--- src/rtl/rstatus_unit.sv ---
// rstatus_unit: owner of $r30 (status); bex query, $r30 write-back and event log FIFO. Optional: RSTATUS_STICKY_EN.
// Latency: status, rs_we/rs_data and bex outputs update one cycle after the triggering edge.
// Backpressure: evt_valid/evt_ready pops the log; a full log drops new events and sets sticky evt_drop.
module rstatus_unit #(
  parameter int DEPTH = 4,
  parameter int CNT_W = 8
) (
  input  logic             clock,
  input  logic             reset_n,
  input  logic             ovf_valid,
  input  logic [1:0]       ovf_code,
  input  logic             setx_valid,
  input  logic [26:0]      setx_target,
  input  logic             bex_req,
  output logic             bex_taken,
  output logic [26:0]      bex_target,
  output logic             bex_done,
  output logic             rs_we,
  output logic [31:0]      rs_data,
  output logic [31:0]      status,
  output logic             evt_valid,
  output logic [33:0]      evt_data,
  input  logic             evt_ready,
  output logic [CNT_W-1:0] ovf_count,
  output logic             evt_drop
);
  localparam int PTR_W = $clog2(DEPTH);

  logic             acc_ovf;
  logic             acc_setx;
  logic             accepted;
  logic             held;
  logic             upd;
  logic [31:0]      new_status;
  logic [1:0]       evt_type;
  logic [PTR_W-1:0] wr_ptr;
  logic [PTR_W-1:0] rd_ptr;
  logic [PTR_W:0]   count;
  logic             full;
  logic             pop;
  logic             push;
  logic [33:0]      mem [DEPTH];
  logic [33:0]      last_head;

  always_comb begin
    acc_ovf  = ovf_valid && (ovf_code != 2'd0);
    acc_setx = setx_valid && !acc_ovf;
    accepted = acc_ovf || acc_setx;
`ifdef RSTATUS_STICKY_EN
    held = (status[1:0] != 2'd0) && (status[31:2] == 30'd0);
`else
    held = 1'b0;
`endif
    new_status = status;
    evt_type   = 2'b00;
    upd        = 1'b0;
    if (acc_ovf) begin
      // A held code is logged as-is but never rewritten to the register file.
      evt_type = 2'b01;
      upd      = !held;
      if (!held) new_status = {30'd0, ovf_code};
    end else if (acc_setx) begin
      evt_type   = 2'b10;
      upd        = 1'b1;
      new_status = {5'd0, setx_target};
    end
  end

  // DEPTH is a power of two, so the count MSB alone marks a full log.
  assign full      = count[PTR_W];
  assign evt_valid = (count != '0);
  assign pop       = evt_valid && evt_ready;
  assign push      = accepted && (!full || pop);
  assign evt_data  = evt_valid ? mem[rd_ptr] : last_head;

  always_ff @(posedge clock or negedge reset_n) begin
    if (!reset_n) begin
      status     <= 32'd0;
      rs_we      <= 1'b0;
      rs_data    <= 32'd0;
      bex_taken  <= 1'b0;
      bex_target <= 27'd0;
      bex_done   <= 1'b0;
      ovf_count  <= '0;
      evt_drop   <= 1'b0;
    end else begin
      rs_we    <= upd;
      bex_done <= bex_req;
      if (upd) begin
        status  <= new_status;
        rs_data <= new_status;
      end
      if (bex_req) begin
        bex_taken  <= (status != 32'd0);
        bex_target <= status[26:0];
      end
      if (acc_ovf && (ovf_count != '1)) ovf_count <= ovf_count + 1'b1;
      if (accepted && full && !pop) evt_drop <= 1'b1;
    end
  end

  always_ff @(posedge clock or negedge reset_n) begin
    if (!reset_n) begin
      wr_ptr    <= '0;
      rd_ptr    <= '0;
      count     <= '0;
      last_head <= 34'd0;
    end else begin
      if (push) wr_ptr <= wr_ptr + 1'b1;
      if (pop) begin
        rd_ptr    <= rd_ptr + 1'b1;
        last_head <= mem[rd_ptr];
      end
      if (push && !pop) count <= count + 1'b1;
      else if (pop && !push) count <= count - 1'b1;
    end
  end

  always_ff @(posedge clock) begin
    if (push) mem[wr_ptr] <= {evt_type, new_status};
  end

endmodule

--- config.mk ---
export PLATFORM = sky130hd
export DESIGN_NAME = rstatus_unit
export DESIGN_NICKNAME = d
export VERILOG_FILES = /design/src/rtl/rstatus_unit.sv
export SDC_FILE = /design/constraint.sdc
export NUM_CORES = 1
export LEC_CHECK = 0
export BUFFER_PORTS_ARGS = -buffer_cell sky130_fd_sc_hd__buf_4
export CELL_PAD_IN_SITES_DETAIL_PLACEMENT = 0
export CELL_PAD_IN_SITES_GLOBAL_PLACEMENT = 1
export CORE_MARGIN = 3
export CORE_UTILIZATION = 25
export DETAILED_ROUTE_END_ITERATION = 12
export GPL_TIMING_DRIVEN = 0
export PLACE_DENSITY_LB_ADDON = 0.1
export SKIP_CTS_REPAIR_TIMING = 1
export SYNTH_ARGS = -nofsm -noshare
export SYNTH_HDL_FRONTEND = slang
export SYNTH_SLANG_ARGS = --single-unit
--- constraint.sdc ---
create_clock -name clock -period 2.7 [get_ports clock]
set_input_delay 0.54 -clock clock [delete_from_list [all_inputs] [get_ports clock]]
set_output_delay 0.54 -clock clock [all_outputs]
set_load 0.01 [all_outputs]
Word level (Yosys, flattened, before mapping). Memories as Yosys holds them, arrays and structs flattened. Index checks and enable logic that the tools add are counted. Widths: inputs -> output; s select.

Add/subtract/negate cells: 5. Equal/unequal tests: 1. Mux-type cells: 11. Reduce and logical (&&, ||, !) cells: 19.

Operators by type and width (number): $mux 32 (2); $mux 34 (1); $reduce_bool 32->1 (1); $logic_and 1x1->1 (9); $add 8x1->8 const B (1); $ne 8x8->1 const B (1); $mux 3 (2); $add 2x1->2 const B (2); $logic_not 1->1 (4); $mux 1 (4); $mux 2 (2); $reduce_bool 2->1 (2); $add 3x1->3 const B (1); $reduce_bool 3->1 (1); $sub 3x1->3 const B (1); $logic_or 1x1->1 (2).

Register bits after elaboration: 112. RAM bits: 136. Bits of input ports: 35. Output and inout bits: 138. Word-level logic and storage cells: 48. Memories kept: 1.

Memory list: mem (depth 4, width 34, read ports 1, clocked after memory_dff 0, write ports 1, line 42) `logic [33:0] mem [DEPTH];`.

Depth between registers and ports, before layout.
Depth in word-level cells: 10. Mapped depth: 10. Mapped depth without buffers: 10.

Worst setup path before layout. No wires, ideal clock.

Path kind: input -> register. Start: in ovf_code[0]. End: mem mem[2][0], enable pin. Setup time: 394 ps. Data arrival time: 1912 ps. Path slack: 393 ps. Cell stages on the path: 5. Cells stage by stage: o21ai_1 -> inv_2 -> nor2_1 -> a21oi_2 -> and2_1.

Cells in the longest elaborated chain, start to end: 8.

Ends and longest elaborated chain: start, declared (line 11) `input logic [1:0] ovf_code,`; $reduce_bool 2->1 (*) (line 46) `acc_ovf = ovf_valid && (ovf_code != 2'd0);`; $logic_and 1x1->1 (*) (line 46); $logic_not 1->1 (line 47) `acc_setx = setx_valid && !acc_ovf;`; $logic_and 1x1->1 (line 47); $logic_or 1x1->1 (*) (line 48) `accepted = acc_ovf || acc_setx;`; $logic_and 1x1->1 (*) (line 73) `assign push = accepted && (!full || pop);`; net push (line 41) `logic push;`; $mux 1 (*) (line 120) `if (push) mem[wr_ptr] <= {evt_type, new_status};`; $mux 1 (not written as such) (*) (line 120); end, declared (line 42).

Mark *: on every way through the listed nets, which the timed path passes. The rest lies on a longest branch.

Final worst setup path.
Start: reg rd_ptr[0]. End: out evt_data[17].

Cells in the longest elaborated chain, start to end: 2.

Ends and longest elaborated chain: start, declared (line 37) `logic [PTR_W-1:0] rd_ptr;`; start signal, assigned (line 111) `rd_ptr <= rd_ptr + 1'b1;`; $mem_v2 4x34; $mux 34 (line 74) `assign evt_data = evt_valid ? mem[rd_ptr] : last_head;`; end, declared (line 22) `output logic [33:0] evt_data,`.

Every way passes these cells.

==> results by group <==
Drt
  – Highest routed layer: met4
  – Met2 Wirelength: between 10000 and 15000 µm
  – Met1 routed wirelength after detailed routing: between 10000 and 15000 µm
  – Mean number of vias per cell: roughly 4.3
  – Remaining DRCs: 0
  – Count of nets left with antenna violations after detail routing: 0
  – Total detailed-routing wirelength: ~28000 µm
  – Vias: 5802
  – Average wire per standard cell: 20.4 µm
  – DRC marker count from the first detailed-route iteration: 202
  – Iteration count of the initial detailed-routing pass: 4
  – Met3 routed wirelength: about 1400 µm

Final layout
  – Highest-count cells in the layout ignoring fill and taps: sky130_fd_sc_hd__buf_4 (173), sky130_fd_sc_hd__edfxtp_1 (136), sky130_fd_sc_hd__dfrtp_1 (110)
  – Proportion of layout cells with a drive suffix above 1: 0.505
  – Synth-to-Final Area Change: 34.2%
  – N_diodes: 0
  – Most common library cell in the layout ignoring fill and taps: sky130_fd_sc_hd__buf_4
  – Final Net Count: roughly 860
  – Final core utilization: 0.343
  – Count of non-filler cells in the finished layout: around 1400

Clock network
  – Insertion delay of the later-clocked pin in the worst-skew pair: between 0.5 and 0.6 ns
  – Cts bufs inserted: 31
  – H-Tree Depth: 1
  – CTS tree: built
  – Longest Clk Path Bufs: 3
  – Clock tree root driver cell: sky130_fd_sc_hd__clkbuf_16
  – Clock-pin transition on the worst setup and hold timing paths: 0.05 ns
  – Sink Count: between 200 and 250

Global routing
  – GRT Residual Overflow: 0
  – Largest net degree at the start of global routing: slightly below 80
  – Antenna violations before repair: 0
  – Gr usage total: 0.127
  – Wire length of the first global-routing pass: roughly 42000 µm
  – Number of global-route vias before repair: between 6000 and 7000

Synth
  – Synth Register Bits: between 200 and 250
  – Sequential fraction of the synthesis area: 0.672
  – Avg Inst Size Synth: around 17 µm²
  – Predominant post-synthesis flop cell: sky130_fd_sc_hd__edfxtp_1
  – Post-synthesis net count: between 600 and 700
  – Area of the mapped netlist: 10200 µm²
  – Ys Warns: 0
  – Count of different cell masters after synthesis: 35
  – Synthesized netlist cell count: approximately 590
  – Count of flip-flops with a built-in enable after synthesis: about 140
  – FFs w/ async S/R, synth: 0.452

Hold path
  – Startpoint of the most critical hold path: bex_req
  – Worst Hold Class: primary input to flip-flop
  – Worst Hold Endpoint: bex_done
  – Count of cells along the worst hold path: 1

Timing
  – Worst setup margin: -0.0505 ns
  – Achievable Freq: 0.364 GHz
  – Slew headroom: 0.437
  – Crit path time final: approximately 2.8 ns
  – Total count of hold-check failures in the final report: 0
  – Worst Skew: roughly 0.011 ns
  – Share of the clock period used by the worst path after layout: 1.02
  – Unrepaired setup endpoints after global routing: true
  – Final Max Slew Viols: 0
  – Slew of the pin with the lowest slew margin: approximately 0.85 ns
  – TNS Setup: -0.555 ns
  – Final count of negative-setup-slack endpoints: 27

Floorplanning
  – I/O pin total: 173
  – Die area: 43400 µm²
  – Die Y: ~210 µm
  – Initial Utilization: 0.255
  – Area inside the core boundary: between 40000 and 50000 µm²
  – Row count: between 70 and 80
  – Horiz. Die Dim: about 210 µm

Placed design
  – Number of instances in the placed design: roughly 1300
  – Post-detailed-placement half-perimeter wirelength: approximately 19000 µm
  – Port bufs: between 150 and 200
  – GP Congestion: between 0.7 and 0.8

Worst setup path
  – Setup Crit Path Kind: flip-flop to primary output
  – Arrival time of data at the critical path endpoint: ~2.2 ns
  – Worst R2R End: count[2]
  – Critical Path Fanout Max: 6
  – Category of the worst setup path launch point: flip-flop
  – Worst R2R Start: count[2]
  – Type of element capturing the critical path: primary output
  – FF-to-FF setup slack: 0.18 ns
  – Required time reported for the critical path endpoint: ~2.2 ns
  – Depth of the worst register-to-register path: 10

Pwr
  – P_leak: between 0.005 and 0.006 µW
  – Total power density per cell area: about 1100 nW/µm²
  – Peak ir drop on the vdd network: around 520 µV

Run
  – Max cap viols: 0

Status
  – Run status: finished with violations
  – Violated checks: negative setup slack
[metrics by stage]
step	total power [µW]	setup WS [ns]	area, µm²	hold WS (ns)
after global routing	16100	-0.127	13800	0.0931
after global placement	10400	-0.991	12200	0.468
after floorplan	8350	0.393	10200	0.244
after detailed placement	10500	-0.111	12300	0.471
after CTS	14500	-0.393	13300	-0.110
final	15200	-0.0505	13800	0.125
[synthesized netlist by cell type, drive strengths merged, types with 2 or more instances]
| library cell | number | area (µm²) |
|---|---|---|
| xnor2 | 9 | 78.8 |
| nor4 | 7 | 43.8 |
| a21o | 4 | 30.0 |
| nand4 | 2 | 12.5 |
| a21oi | 4 | 23.8 |
| and3 | 2 | 12.5 |
| ha | 6 | 75.1 |
| nand3 | 4 | 20.0 |
| xor2 | 4 | 35.0 |
| nor2 | 53 | 199 |
| edfxtp | 136 | 4080 |
| nand2 | 4 | 31.3 |
| clkbuf | 8 | 30.0 |
| mux4 | 34 | 766 |
| inv | 6 | 22.5 |
| and2 | 15 | 93.8 |
| dfrtp | 112 | 2800 |
| buf | 51 | 408 |
| mux2i | 27 | 270 |
| mux2 | 98 | 1130 |
[logic make-up (layout without fill, tap and decap cells)]
| family | Yosys count | count (layout) | share of synthesized area |
|---|---|---|---|
| xor gates and xnor gates | 13 | 13 | 0.0111 |
| DFF | 248 | 248 | 0.672 |
| buffers and inverters | 65 | 309 | 0.0449 |
| adders and majority gates | 7 | 7 | 0.00928 |
| and+or+nand+nor | 90 | 90 | 0.0425 |
| muxes | 159 | 159 | 0.212 |
| AOI/OAI and AO/OA | 12 | 12 | 0.00806 |
[report_power, final]
| part | switching (µW) | internal [µW] |
|---|---|---|
| clock | 1520 | 2350 |
| combinational | 2460 | 3380 |
| sequential | 449 | 5030 |
| total | 4430 | 10800 |
[layout make-up]
class                   instances  area, µm²
plain buffers                  58        484
multi-input cells             281       3030
well taps                     525        657
clock inverters                11        104
flip-flops and latches        248       6890
repair buffers                189       1710
fillers                      3883      26300
inverters                       6       22.5
clock buffers                  45        848
[flip-flops by register name, indices dropped and copies added, names as in the netlist]
register	cells
bex_taken	1
evt_drop	1
rs_we	1
bex_target	27
rd_ptr	2
ovf_count	8
count	3
last_head	34
mem	136
status	32
wr_ptr	2
bex_done	1
[worst max-delay path, stage by stage, from the launching register on]
cell	delay, ns
sky130_fd_sc_hd__dfrtp_2	0.40
sky130_fd_sc_hd__buf_12	0.17
sky130_fd_sc_hd__buf_12	0.14
sky130_fd_sc_hd__mux4_2	0.55
sky130_fd_sc_hd__mux2_4	0.29
sky130_fd_sc_hd__buf_6	0.12
[how the worst max path moves through the flow]
stage	end	cells after the start	from	slack [ns]
6_report	evt_data[17]	5	rd_ptr[0]	-0.05
5_1_grt	evt_data[17]	5	rd_ptr[0]	-0.13
4_1_cts	evt_data[15]	5	rd_ptr[1]	-0.39
3_5_place_dp	count[1]	9	ovf_code[0]	-0.11
3_3_place_gp	mem[0][19]	6	ovf_valid	-0.99
2_1_floorplan	mem[2][0]	5	ovf_code[0]	0.39
[layer usage]
| layer | global-route usage | vias up |
|---|---|---|
| li1 | - | 2618 |
| met1 | 0.162 | 3006 |
| met2 | 0.223 | 143 |
| met3 | 0.0267 | 35 |
| met4 | 0.0291 | 0 |
| met5 | 0 | - |
Note: power is estimated with default switching activity, not from simulation.
